### src/rtl/instruction_fetch_sequencer.sv
// ---------------------------------------------------------------------------
// instruction_fetch_sequencer
//
// Purpose:
//   Control sequencer for fetching an instruction from byte-wide memory. A
//   fetch reads two bytes into IR (low byte, then high byte). It then shifts
//   ExtLen (0..3) extra operand bytes into DR. The PC is incremented on every
//   memory read cycle. Done pulses for one cycle at the end of the fetch.
//   This is a Moore machine: every control output is decoded from the
//   registered state only.
//
// Optional feature:
//   FETCH_ABORT_EN -- when defined, adds the Abort input. Abort=1 in any busy
//   state returns the machine to IDLE on the next edge, with no Done pulse.
//
// Ports:
//   Clock        in   system clock
//   Reset        in   asynchronous active-low reset (0 resets)
//   Req          in   fetch request, sampled only in IDLE
//   ExtLen[1:0]  in   extra operand bytes to fetch, latched when Req is accepted
//   Abort        in   (FETCH_ABORT_EN only) abandon the current fetch
//   Busy         out  high in every state except IDLE
//   Done         out  one-cycle completion pulse
//   Mem_CS       out  memory chip select, 0 enables memory
//   Mem_WR       out  memory write strobe, tied to 0 (read only)
//   IR_Write     out  IR load enable
//   IR_LH        out  IR half select (0 = IR[7:0], 1 = IR[15:8])
//   ARF_OutDSel  out  address register file output-D select (memory address)
//   ARF_FunSel   out  address register file function select
//   ARF_RegSel   out  address register file register enables
//   DR_E         out  data register enable
//   DR_FunSel    out  data register function select
//   MuxCSel      out  MuxC source select (2'b11 routes MemOut)
// ---------------------------------------------------------------------------
module instruction_fetch_sequencer #(
  parameter logic [1:0] PC_INC_FUNSEL  = 2'b01,
  parameter logic [2:0] PC_REGSEL      = 3'b100,
  parameter logic [1:0] OUTD_PC        = 2'b00,
  parameter logic [1:0] DR_LOAD_FUNSEL = 2'b10
) (
  input  logic       Clock,
  input  logic       Reset,
  input  logic       Req,
  input  logic [1:0] ExtLen,
`ifdef FETCH_ABORT_EN
  input  logic       Abort,
`endif
  output logic       Busy,
  output logic       Done,
  output logic       Mem_CS,
  output logic       Mem_WR,
  output logic       IR_Write,
  output logic       IR_LH,
  output logic [1:0] ARF_OutDSel,
  output logic [1:0] ARF_FunSel,
  output logic [2:0] ARF_RegSel,
  output logic       DR_E,
  output logic [1:0] DR_FunSel,
  output logic [1:0] MuxCSel
);

  localparam logic [2:0] IDLE    = 3'd0;
  localparam logic [2:0] FETCH_L = 3'd1;
  localparam logic [2:0] FETCH_H = 3'd2;
  localparam logic [2:0] EXT     = 3'd3;
  localparam logic [2:0] DONE    = 3'd4;

  logic [2:0] stateReg;
  logic [2:0] stateNext;
  // Number of operand bytes still to fetch. It is loaded from ExtLen when a
  // request is accepted, so later changes to ExtLen have no effect.
  logic [1:0] cntReg;
  logic [1:0] cntNext;

  // State and counter registers.
  always_ff @(posedge Clock or negedge Reset) begin
    if (!Reset) begin
      stateReg <= IDLE;
      cntReg   <= 2'd0;
    end else begin
      stateReg <= stateNext;
      cntReg   <= cntNext;
    end
  end

  // Next-state and counter logic.
  always_comb begin
    stateNext = stateReg;
    cntNext   = cntReg;
    case (stateReg)
      IDLE: begin
        if (Req) begin
          stateNext = FETCH_L;
          cntNext   = ExtLen;
        end
      end
      FETCH_L: stateNext = FETCH_H;
      FETCH_H: stateNext = (cntReg == 2'd0) ? DONE : EXT;
      EXT: begin
        cntNext = cntReg - 2'd1;
        // The "<=" also covers cntReg == 0. Normal operation never enters
        // EXT with a zero count. If it did, the machine leaves EXT instead
        // of wrapping around to 3.
        if (cntReg <= 2'd1) begin
          stateNext = DONE;
        end
      end
      // Done has already been raised for this one cycle. A request seen
      // here is not accepted. It is taken only after the machine is in IDLE.
      DONE: stateNext = IDLE;
      // Unused encodings go back to IDLE on the next edge.
      default: begin
        stateNext = IDLE;
        cntNext   = 2'd0;
      end
    endcase
`ifdef FETCH_ABORT_EN
    // Abort takes priority over the normal transitions. Strobes issued
    // before the abort are not undone. The PC keeps whatever increments it
    // already received.
    if (Abort && (stateReg != IDLE)) begin
      stateNext = IDLE;
      cntNext   = 2'd0;
    end
`endif
  end

  // Output decode. The outputs depend on the state only.
  always_comb begin
    Busy        = 1'b0;
    Done        = 1'b0;
    Mem_CS      = 1'b1;
    Mem_WR      = 1'b0;
    IR_Write    = 1'b0;
    IR_LH       = 1'b0;
    ARF_OutDSel = 2'b00;
    ARF_FunSel  = 2'b00;
    ARF_RegSel  = 3'b000;
    DR_E        = 1'b0;
    DR_FunSel   = 2'b00;
    MuxCSel     = 2'b00;
    case (stateReg)
      FETCH_L, FETCH_H: begin
        Busy        = 1'b1;
        Mem_CS      = 1'b0;
        ARF_OutDSel = OUTD_PC;
        IR_Write    = 1'b1;
        IR_LH       = (stateReg == FETCH_H);
        ARF_RegSel  = PC_REGSEL;
        ARF_FunSel  = PC_INC_FUNSEL;
      end
      EXT: begin
        Busy        = 1'b1;
        Mem_CS      = 1'b0;
        ARF_OutDSel = OUTD_PC;
        ARF_RegSel  = PC_REGSEL;
        ARF_FunSel  = PC_INC_FUNSEL;
        DR_E        = 1'b1;
        DR_FunSel   = DR_LOAD_FUNSEL;
        MuxCSel     = 2'b11;
      end
      DONE: begin
        Busy = 1'b1;
        Done = 1'b1;
      end
      default: ;
    endcase
  end

endmodule

### config.mk
export PLATFORM = sky130hd
export DESIGN_NAME = instruction_fetch_sequencer
export DESIGN_NICKNAME = d
export VERILOG_FILES = /design/src/rtl/instruction_fetch_sequencer.sv
export SDC_FILE = /design/constraint.sdc
export NUM_CORES = 1
export LEC_CHECK = 0
export BUFFER_PORTS_ARGS = -buffer_cell sky130_fd_sc_hd__buf_2
export CORE_AREA = 5 5 42 44
export CTS_CLUSTER_SIZE = 24
export DETAILED_ROUTE_END_ITERATION = 8
export DIE_AREA = 0 0 47 49
export GPL_ROUTABILITY_DRIVEN = 1
export HOLD_SLACK_MARGIN = 0.03
export PLACE_DENSITY = 0.77
export SETUP_SLACK_MARGIN = 0.3
export SLEW_MARGIN = 20
export SYNTH_ARGS = -nofsm -noshare
export SYNTH_HDL_FRONTEND = slang
export SYNTH_SLANG_ARGS = --single-unit
### constraint.sdc
create_clock -name Clock -period 1.5 [get_ports Clock]
set_input_delay 0.3 -clock Clock [delete_from_list [all_inputs] [get_ports Clock]]
set_output_delay 0.3 -clock Clock [all_outputs]
set_load 0.005 [all_outputs]
==> results of run 1 <==
[critical path: cells and delay by family (launching register included)]
| kind | cells | cell delay (ps) |
|---|---|---|
| buffers and inverters | 1 | 110 |
| DFF | 1 | 460 |
| and+or+nand+nor | 2 | 290 |
[cell type report]
type	instances	area, µm²	share of cell area
multi-input combinational	40	307.8	0.4473
clock buffer	4	26.28	0.03818
timing repair buffer	30	190.2	0.2764
inverter	4	15.01	0.02182
tap	16	20.02	0.02909
sequential	5	128.9	0.1873
[cell usage after synthesis (2+ instances only)]
cell	instances
a211oi_2	2
buf_4	12
dfrtp_1	5
ha_1	2
inv_1	4
nor2_1	7
nor2b_1	2
xnor2_1	3
[worst paths after layout]
kind,end,cells after the start,start,slack (ps)
setup / recovery,Done,3,stateReg[0]$_DFFE_PN0P_,100
hold / removal,cntReg[0]$_DFFE_PN0P_,3,ExtLen[0],370
setup reg to reg,cntReg[1]$_DFFE_PN0P_,5,stateReg[0]$_DFFE_PN0P_,130
hold reg to reg,cntReg[1]$_DFFE_PN0P_,2,cntReg[1]$_DFFE_PN0P_,560
max in group asynchronous,stateReg[0]$_DFFE_PN0P_,2,Reset,930
min in group asynchronous,stateReg[2]$_DFFE_PN0P_,2,Reset,410
[repair_timing]
action | in CTS | in global routing
setup endpoints to repair | 14 | 15
buffers inserted | 10 | 2
pin swaps | 1 | 2
hold endpoints to repair | 5 | 0
resized for setup | 7 | 0
hold buffers | 1 | 0
[power by group]
part           switching [mW]  internal, mW  leakage, nW
logic                   0.473         0.596        0.283
registers              0.0920         0.203       0.0596
clock network          0.0584         0.101       0.0150
[routing by layer]
layer | GRT usage | vias to the layer above
li1 | - | 216
met1 | 0.1158 | 206
met2 | 0.1946 | 16
met3 | 0.03321 | 2
met4 | 0.08295 | 0
met5 | 0 | -
[cell families (layout without fill, tap and decap cells)]
kind of cell / count (synthesis) / in the layout / share of synthesized area
AO/OA/AOI/OAI: 8 / 8 / 0.1504
XOR/XNOR: 4 / 4 / 0.07019
adder cells (fa/ha/maj): 2 / 2 / 0.05012
buffers and inverters: 18 / 38 / 0.2431
flip-flops: 5 / 5 / 0.2506
multiplexers: 1 / 1 / 0.02005
other: 1 / 7 / 0.007512
AND/OR/NAND/NOR: 18 / 18 / 0.2080
[flip-flops by register name, summed over array words and instances (netlist names)]
name,flops
cntReg,2
stateReg,3
[metrics by stage]
| step | power [mW] | util | hold slack [ps] |
|---|---|---|---|
| final | 1.523 | 0.4911 | 366.2 |
| after global routing | 1.650 | 0.4911 | 379.3 |
| after CTS | 1.488 | 0.4804 | 356.3 |
| after detailed placement | 1.111 | 0.3875 | 125.9 |
| after global placement | 1.081 | 0.3875 | 120.7 |
| after floorplan | 0.9728 | - | 4.409 |
==> metrics.txt, run 1 <==
# TYPE chip_impl_metric gauge
chip_impl_metric{name="portBuffers",unit=""} 15
chip_impl_metric{name="placedInstanceArea",unit="µm²"} 543.0
chip_impl_metric{name="setup_viol_count_final",unit=""} 0
chip_impl_metric{name="post_synth.cell_area_avg",unit="µm²"} 8.758
chip_impl_info{name="synth-main-ff-cell",value="dfrtp_1"} 1
chip_impl_info{name="tritoncts",value="done"} 1
chip_impl_metric{name="cellPowerDensity",unit="nW/µm²"} 2213
chip_impl_info{name="end_kind",value="output port"} 1
chip_impl_metric{name="final_hold_viol_count",unit=""} 0
chip_impl_info{name="cts.root.buffer_cell",value="clkbuf_4"} 1
chip_impl_metric{name="synth_seq_cells",unit=""} 5
chip_impl_metric{name="timing.final.max_slew_violations",unit=""} 0
chip_impl_metric{name="crit_arrival",unit="ps"} 1100
chip_impl_metric{name="grt.overflow.total",unit=""} 0
chip_impl_metric{name="synth-edff-count",unit=""} 0
chip_impl_metric{name="drt_iter0_drcs",unit=""} 2
chip_impl_metric{name="placed_insts",unit=""} 82
chip_impl_info{name="status",value="complete, no violations"} 1
chip_impl_metric{name="grt_antenna_before_repair",unit=""} 0
chip_impl_metric{name="leakagePower",unit="nW"} 0.3581
chip_impl_info{name="mostFrequentLayoutCell",value="buf_2"} 1
chip_impl_metric{name="synth_area",unit="µm²"} 499.2
chip_impl_metric{name="routabilityCongestion",unit=""} 0.7402
chip_impl_info{name="synth_top_area_cell",value="dfrtp_1"} 1
chip_impl_metric{name="final-instance-count-excl-fill",unit=""} 99
chip_impl_metric{name="critical-path-max-stage-delay",unit="ps"} 460
chip_impl_metric{name="post-route-period-util",unit=""} 0.9311
chip_impl_metric{name="irDropWorstVdd",unit="µV"} 744.8
chip_impl_metric{name="rows",unit=""} 14
chip_impl_metric{name="cts_made_buffers",unit=""} 3
chip_impl_metric{name="timing.final.ws_setup",unit="ps"} 103.3
chip_impl_metric{name="finalClockSkew",unit="ps"} 0.8481
chip_impl_metric{name="amount_of_wire_on_met2_after_detailed_routing",unit="µm"} 620
chip_impl_metric{name="clock_sinks",unit=""} 5
chip_impl_metric{name="placement.setup.worst_slack",unit="ps"} 162.9
chip_impl_metric{name="worstPathRequired",unit="ps"} 1200
chip_impl_metric{name="routed-wl-met3",unit="µm"} 74
chip_impl_metric{name="setup_total_negative_slack",unit="ps"} 0
chip_impl_metric{name="clock_latency",unit="ps"} 240
chip_impl_metric{name="postLayoutCellArea",unit="µm²"} 688.2
chip_impl_metric{name="chipWidth",unit="µm"} 47
chip_impl_metric{name="track_usage",unit=""} 0.1167
chip_impl_metric{name="maximum_fanout_along_the_worst_path",unit=""} 6
chip_impl_metric{name="fillers",unit=""} 134
chip_impl_metric{name="final_net_count",unit=""} 91
chip_impl_metric{name="number_of_global_route_vias_before_repair",unit=""} 434
chip_impl_metric{name="clock.fmax",unit="MHz"} 716.0
chip_impl_metric{name="postRouteAntennaNets",unit=""} 0
chip_impl_metric{name="drive_gt1_frac",unit=""} 0.5663
chip_impl_info{name="layout_common_cells",value="buf_2 (15), buf_4 (14), conb_1 (7)"} 1
chip_impl_info{name="grt_setup_unrepaired",value="yes"} 1
chip_impl_metric{name="synth_sequential_area_ratio",unit=""} 0.2506
chip_impl_info{name="synth.top_cells.by_area",value="dfrtp_1 (25%), buf_4 (18%), nor2_1 (5.3%)"} 1
chip_impl_info{name="path_cells",value="nor2_4, and2_1, buf_2"} 1
chip_impl_metric{name="synthesis.yosys.warnings",unit=""} 0
chip_impl_metric{name="netlist_instances",unit=""} 57
chip_impl_metric{name="route.detailed.vias_per_inst",unit=""} 4.444
chip_impl_metric{name="n_antenna_cell",unit=""} 0
chip_impl_metric{name="h-tree-depth",unit=""} 1
chip_impl_info{name="crit_slowest_cell",value="dfrtp_2"} 1
chip_impl_metric{name="start_util",unit=""} 0.3563
chip_impl_metric{name="routed-via-count",unit=""} 440
chip_impl_metric{name="die_h",unit="µm"} 49
chip_impl_metric{name="routedWlPerCell",unit="µm"} 11.54
chip_impl_metric{name="synth.top_cell.area_share",unit=""} 0.2506
chip_impl_metric{name="path_clk_slew",unit="ps"} 40
chip_impl_info{name="max_used_layer",value="met4"} 1
chip_impl_info{name="path_class",value="reg -> out"} 1
chip_impl_info{name="worst_hold_path_type",value="in -> reg"} 1
chip_impl_metric{name="grt_first_pass_wirelength",unit="mm"} 1.869
chip_impl_metric{name="maxCapViolCount",unit=""} 0
chip_impl_metric{name="yosys.cell_types.count",unit=""} 28
chip_impl_metric{name="final.min_clock_period",unit="ps"} 1397
chip_impl_metric{name="dpl.hpwl",unit="µm"} 748.7
chip_impl_metric{name="ys_async_sr_fraction",unit=""} 1.000
chip_impl_metric{name="wl_met1",unit="µm"} 438
chip_impl_metric{name="design.core.area",unit="µm²"} 1401
chip_impl_metric{name="grt_start_max_net_pins",unit=""} 7
chip_impl_metric{name="detail_route.first_pass.iterations",unit=""} 4
chip_impl_info{name="critPathLaunchType",value="flop"} 1
chip_impl_metric{name="totalWireLength",unit="mm"} 1.142
chip_impl_metric{name="io_pins",unit=""} 23
chip_impl_metric{name="dieArea",unit="µm²"} 2303
chip_impl_metric{name="drcViolationCount",unit=""} 0
chip_impl_metric{name="syn2layout_area_growth",unit="%"} 37.84
chip_impl_metric{name="max-clock-path-buffers",unit=""} 2
(Power assumes the default switching activity.)
==> run 2, diff against run 1 <==
- CORE_AREA: 5 5 42 44 -> not set
- CORE_MARGIN: not set -> 5
- CORE_UTILIZATION: not set -> 30
- DIE_AREA: 0 0 47 49 -> not set
- PLACE_DENSITY: 0.77 -> 0.66
- clock period: 1.5 -> 1.6 ns (I/O delays scaled with it)
==> metrics.txt, run 2 (synthesis results as in run 1) <==
# TYPE chip_impl_metric gauge
chip_impl_info{name="status",value="complete, no violations"} 1
chip_impl_info{name="cts.root.buffer_cell",value="clkbuf_4"} 1
chip_impl_info{name="mostFrequentLayoutCell",value="buf_2"} 1
chip_impl_metric{name="die_h",unit="µm"} 50.80
chip_impl_metric{name="grt.overflow.total",unit=""} 0
chip_impl_metric{name="timing.final.max_slew_violations",unit=""} 0
chip_impl_metric{name="path_clk_slew",unit="ps"} 50
chip_impl_metric{name="route.detailed.vias_per_inst",unit=""} 4.337
chip_impl_metric{name="final_hold_viol_count",unit=""} 0
chip_impl_metric{name="routed-via-count",unit=""} 412
chip_impl_metric{name="cellPowerDensity",unit="nW/µm²"} 2071
chip_impl_info{name="crit_slowest_cell",value="dfrtp_2"} 1
chip_impl_metric{name="portBuffers",unit=""} 15
chip_impl_info{name="grt_setup_unrepaired",value="yes"} 1
chip_impl_metric{name="design.core.area",unit="µm²"} 1541
chip_impl_metric{name="syn2layout_area_growth",unit="%"} 33.83
chip_impl_metric{name="n_antenna_cell",unit=""} 0
chip_impl_metric{name="grt_start_max_net_pins",unit=""} 7
chip_impl_info{name="path_class",value="reg -> out"} 1
chip_impl_metric{name="maximum_fanout_along_the_worst_path",unit=""} 5
chip_impl_metric{name="start_util",unit=""} 0.3239
chip_impl_metric{name="clock_latency",unit="ps"} 250
chip_impl_metric{name="crit_arrival",unit="ps"} 1100
chip_impl_metric{name="grt_first_pass_wirelength",unit="mm"} 1.635
chip_impl_metric{name="worst_hold_path.num_cells",unit=""} 3
chip_impl_metric{name="h-tree-depth",unit=""} 1
chip_impl_metric{name="io_pins",unit=""} 23
chip_impl_metric{name="dieArea",unit="µm²"} 2580
chip_impl_metric{name="max-clock-path-buffers",unit=""} 2
chip_impl_metric{name="rows",unit=""} 14
chip_impl_metric{name="routedWlPerCell",unit="µm"} 11.04
chip_impl_metric{name="routabilityCongestion",unit=""} 0.7711
chip_impl_metric{name="clock_sinks",unit=""} 5
chip_impl_metric{name="finalCoreUtilization",unit=""} 0.4334
chip_impl_metric{name="worstPathRequired",unit="ps"} 1280
chip_impl_info{name="top_register",value="stateReg"} 1
chip_impl_metric{name="cts_made_buffers",unit=""} 3
chip_impl_metric{name="grt_antenna_before_repair",unit=""} 0
chip_impl_info{name="worst_hold_path_type",value="in -> reg"} 1
chip_impl_info{name="end_kind",value="output port"} 1
chip_impl_metric{name="critical-path-max-stage-delay",unit="ps"} 450
chip_impl_metric{name="final.min_clock_period",unit="ps"} 1424
chip_impl_info{name="tritoncts",value="done"} 1
chip_impl_metric{name="finalClockSkew",unit="ps"} 3.377
chip_impl_metric{name="detail_route.first_pass.iterations",unit=""} 3
chip_impl_metric{name="largest_register_ffs",unit=""} 3
chip_impl_metric{name="postRouteAntennaNets",unit=""} 0
chip_impl_metric{name="chipWidth",unit="µm"} 50.80
chip_impl_metric{name="ff2ff_path_depth",unit=""} 5
chip_impl_metric{name="drcViolationCount",unit=""} 0
chip_impl_metric{name="clock.fmax",unit="MHz"} 702.1
chip_impl_info{name="critPathLaunchType",value="flop"} 1
chip_impl_info{name="reg_top3",value="stateReg (3), cntReg (2)"} 1
chip_impl_metric{name="final-instance-count-excl-fill",unit=""} 95
chip_impl_metric{name="final_net_count",unit=""} 87
chip_impl_metric{name="track_usage",unit=""} 0.08268
chip_impl_metric{name="placed_insts",unit=""} 82
chip_impl_metric{name="irDropWorstVdd",unit="µV"} 747.7
chip_impl_metric{name="number_of_global_route_vias_before_repair",unit=""} 361
chip_impl_metric{name="post-route-period-util",unit=""} 0.8902
chip_impl_metric{name="total_power",unit="mW"} 1.384
chip_impl_metric{name="dpl.hpwl",unit="µm"} 780.3
chip_impl_metric{name="leakagePower",unit="nW"} 0.3410
chip_impl_info{name="layout_common_cells",value="buf_2 (15), buf_4 (8), conb_1 (7)"} 1
chip_impl_metric{name="setup_viol_count_final",unit=""} 0
chip_impl_info{name="path_cells",value="nor2_4, xnor2_1, buf_2"} 1
chip_impl_metric{name="setup_total_negative_slack",unit="ps"} 0
chip_impl_metric{name="drt_iter0_drcs",unit=""} 9
chip_impl_metric{name="totalWireLength",unit="mm"} 1.049
chip_impl_metric{name="drive_gt1_frac",unit=""} 0.5823
chip_impl_metric{name="maxCapViolCount",unit=""} 0
## run 2: layer usage
metal	track usage	vias to the layer above	wire (µm)
met5	0	-	0
met4	0.03830	0	0
met3	0.03550	0	112
met2	0.1302	18	555
met1	0.09574	184	380
li1	-	210	-
## run 2: worst paths after layout
path,start,end,slack [ps]
max reg2reg,stateReg[0]$_DFFE_PN0P_,cntReg[1]$_DFFE_PN0P_,240
max,stateReg[0]$_DFFE_PN0P_,Busy,180
min in group asynchronous,Reset,cntReg[1]$_DFFE_PN0P_,410
min reg2reg,cntReg[1]$_DFFE_PN0P_,cntReg[1]$_DFFE_PN0P_,570
max in group asynchronous,Reset,cntReg[0]$_DFFE_PN0P_,1040
min,ExtLen[0],cntReg[0]$_DFFE_PN0P_,370
## run 2: metrics by stage
stage	worst slack [ps]	hold WS (ps)	instance area (µm²)
global route	95.03	388.9	668.1
CTS	167.1	370.9	630.6
detailed placement	300.2	140.1	540.5
global placement	320.8	139.2	540.5
finish	175.7	366.4	668.1
floorplan	322.1	24.41	536.8
## run 2: report_power, final
group | leakage (nW) | switching (mW) | internal (mW)
clock network | 0.0177 | 0.0561 | 0.0906
logic | 0.265 | 0.429 | 0.523
registers | 0.0584 | 0.0928 | 0.192
## run 2: timing repair
item | 4_1_cts | 5_1_grt
endpoints found under the hold margin | 5 | 0
pin swaps | 5 | 7
hold buffers | 1 | 0
resized for setup | 7 | 6
setup endpoints to repair | 11 | 13
buffers inserted | 5 | 3
## run 2: critical path: cells and delay by family, from the launching register on
family / cells / cell delay, ps
AND/OR/NAND/NOR: 1 / 160
flip-flops: 1 / 450
XOR/XNOR: 1 / 120
buffers and inverters: 1 / 120
## run 2: final cells by class
class	instances	area (µm²)
well taps	16	20.02
multi-input cells	40	305.3
clock buffers	3	22.52
flip-flops and latches	5	130.1
inverters	4	17.52
clock inverters	1	5.005
fillers	149	873.3
repair buffers	26	167.7
==> run 3, diff against run 2 <==
- HOLD_SLACK_MARGIN: 0.03 -> 0.06
- PLACE_DENSITY: 0.66 -> 0.68
- SKIP_CTS_REPAIR_TIMING: not set -> 1
- clock period: 1.6 -> 1.3 ns (I/O delays scaled with it)
==> metrics.txt, run 3 (synthesis results as in run 1) <==
# TYPE chip_impl_metric gauge
chip_impl_metric{name="start_util",unit=""} 0.3239
chip_impl_metric{name="drt_iter0_drcs",unit=""} 3
chip_impl_info{name="top_register",value="stateReg"} 1
chip_impl_info{name="layout_common_cells",value="buf_2 (16), buf_4 (10), conb_1 (7)"} 1
chip_impl_info{name="cts.root.buffer_cell",value="clkbuf_4"} 1
chip_impl_metric{name="cts_made_buffers",unit=""} 3
chip_impl_metric{name="path_clk_slew",unit="ps"} 40
chip_impl_metric{name="design.core.area",unit="µm²"} 1541
chip_impl_info{name="tritoncts",value="done"} 1
chip_impl_metric{name="p_sw_frac",unit=""} 0.4124
chip_impl_metric{name="maximum_fanout_along_the_worst_path",unit=""} 6
chip_impl_metric{name="irDropWorstVdd",unit="µV"} 748.8
chip_impl_metric{name="timing.final.max_slew_violations",unit=""} 0
chip_impl_metric{name="internal_power",unit="mW"} 1.051
chip_impl_metric{name="switching_power",unit="µW"} 737.5
chip_impl_metric{name="totalWireLength",unit="mm"} 1.085
chip_impl_metric{name="number_of_global_route_vias_before_repair",unit=""} 365
chip_impl_metric{name="postRouteAntennaNets",unit=""} 0
chip_impl_metric{name="worstPathRequired",unit="ps"} 1040
chip_impl_info{name="failed_checks",value="setup timing"} 1
chip_impl_metric{name="setup_viol_count_final",unit=""} 11
chip_impl_metric{name="portBuffers",unit=""} 15
chip_impl_metric{name="n_antenna_cell",unit=""} 0
chip_impl_metric{name="postLayoutCellArea",unit="µm²"} 686.9
chip_impl_info{name="path_class",value="reg -> out"} 1
chip_impl_metric{name="detail_route.first_pass.iterations",unit=""} 4
chip_impl_metric{name="placed_insts",unit=""} 83
chip_impl_metric{name="chipWidth",unit="µm"} 50.80
chip_impl_metric{name="max-clock-path-buffers",unit=""} 2
chip_impl_metric{name="dpl.hpwl",unit="µm"} 804.9
chip_impl_metric{name="finalClockSkew",unit="ps"} 2.228
chip_impl_metric{name="grt_first_pass_wirelength",unit="mm"} 1.511
chip_impl_metric{name="grt_start_max_net_pins",unit=""} 12
chip_impl_metric{name="final.min_clock_period",unit="ps"} 1373
chip_impl_metric{name="drcViolationCount",unit=""} 0
chip_impl_metric{name="clock_latency",unit="ps"} 240
chip_impl_metric{name="p_clk_frac",unit=""} 0.098
chip_impl_metric{name="route.detailed.vias_per_inst",unit=""} 4.594
chip_impl_info{name="end_kind",value="output port"} 1
chip_impl_info{name="worst_hold_path_type",value="in -> reg"} 1
chip_impl_metric{name="routedWlPerCell",unit="µm"} 11.30
chip_impl_metric{name="dieArea",unit="µm²"} 2580
chip_impl_info{name="critPathLaunchType",value="flop"} 1
chip_impl_info{name="mostFrequentLayoutCell",value="buf_2"} 1
chip_impl_metric{name="placedInstanceArea",unit="µm²"} 584.3
chip_impl_info{name="status",value="complete, but fails checks"} 1
chip_impl_metric{name="io_pins",unit=""} 23
chip_impl_info{name="grt_setup_unrepaired",value="yes"} 1
chip_impl_metric{name="power.sequential.fraction",unit=""} 0.195
chip_impl_metric{name="timing.final.ws_setup",unit="ps"} -73.28
chip_impl_metric{name="syn2layout_area_growth",unit="%"} 37.59
chip_impl_metric{name="proportion_of_power_drawn_by_combinational_gates",unit=""} 0.706
chip_impl_metric{name="post-route-period-util",unit=""} 1.056
chip_impl_metric{name="h-tree-depth",unit=""} 1
chip_impl_metric{name="finalCoreUtilization",unit=""} 0.4456
chip_impl_metric{name="routed-via-count",unit=""} 441
chip_impl_metric{name="final_net_count",unit=""} 88
chip_impl_metric{name="grt_antenna_before_repair",unit=""} 0
chip_impl_metric{name="rows",unit=""} 14
chip_impl_metric{name="final-instance-count-excl-fill",unit=""} 96
chip_impl_metric{name="leakagePower",unit="nW"} 0.3407
chip_impl_metric{name="total_power",unit="mW"} 1.788
chip_impl_metric{name="clock.fmax",unit="MHz"} 728.2
chip_impl_metric{name="final_hold_viol_count",unit=""} 0
chip_impl_metric{name="fillers",unit=""} 160
chip_impl_metric{name="track_usage",unit=""} 0.07890
chip_impl_metric{name="grt.overflow.total",unit=""} 0
chip_impl_info{name="reg_top3",value="stateReg (3), cntReg (2)"} 1
chip_impl_metric{name="largest_register_ffs",unit=""} 3
chip_impl_metric{name="routabilityCongestion",unit=""} 0.7862
chip_impl_metric{name="cellPowerDensity",unit="nW/µm²"} 2603
chip_impl_metric{name="maxCapViolCount",unit=""} 0
chip_impl_metric{name="drive_gt1_frac",unit=""} 0.6000
chip_impl_metric{name="clock_sinks",unit=""} 5
chip_impl_metric{name="die_h",unit="µm"} 50.80
chip_impl_metric{name="crit_arrival",unit="ps"} 1110
==> run 3: cell types whose count changed in the layout (fill, tap and decap cells not counted), moves of 2 or more <==
cell / delta
inv_2: +2
buf_4: +2
buf_6: -2
nor2_1: +2
nor2_2: -2
ha_1: -2
==> run 3: final timing paths <==
kind	from	to	slack [ps]	cells past startpoint
max	stateReg[1]$_DFFE_PN0P_	Busy	-70	3
min	ExtLen[0]	cntReg[0]$_DFFE_PN0P_	350	3
max reg2reg	stateReg[0]$_DFFE_PN0P_	cntReg[1]$_DFFE_PN0P_	80	4
min reg2reg	stateReg[2]$_DFFE_PN0P_	stateReg[0]$_DFFE_PN0P_	630	2
max in group asynchronous	Reset	stateReg[1]$_DFFE_PN0P_	800	2
min in group asynchronous	Reset	cntReg[0]$_DFFE_PN0P_	360	2
==> run 3: per-layer routing <==
| layer | track usage | up-vias | wire, µm |
|---|---|---|---|
| met2 | 0.1281 | 18 | 560 |
| met3 | 0.008876 | 4 | 82 |
| met5 | 0 | - | 0 |
| li1 | - | 213 | - |
| met4 | 0.08936 | 0 | 38 |
| met1 | 0.08099 | 206 | 403 |
==> run 3: critical path: stages (launching register included) <==
cell and delay [ps]:
dfrtp_2 460, nor2_4 160, xnor2_1 120, buf_2 130
==> run 3: layout make-up <==
type	count	area (µm²)	share of cell area
inverter	4	15.01	0.02186
sequential	5	128.9	0.1876
multi-input combinational	40	331.6	0.4827
clock buffer	4	26.28	0.03825
tap	16	20.02	0.02914
timing repair buffer	27	165.2	0.2404
==> run 3: power groups by stage <==
stage	registers, mW	clock network [mW]	logic (mW)
floorplan	0.292	0	0.945
global placement	0.386	0	1.01
detailed placement	0.391	0	1.04
CTS	0.387	0.182	1.05
global route	0.361	0.193	1.38
finish	0.349	0.176	1.26
==> run 3: stage by stage <==
| step | TNS (ps) | setup slack [ps] | hold WS [ps] |
|---|---|---|---|
| after floorplan | 0 | 114.5 | -35.59 |
| after global routing | -986.9 | -137.1 | 368.0 |
| after detailed placement | 0 | 26.26 | 81.58 |
| after CTS | -2277 | -233.1 | -176.2 |
| after global placement | 0 | 58.22 | 79.55 |
| final | -315.9 | -73.28 | 346.5 |
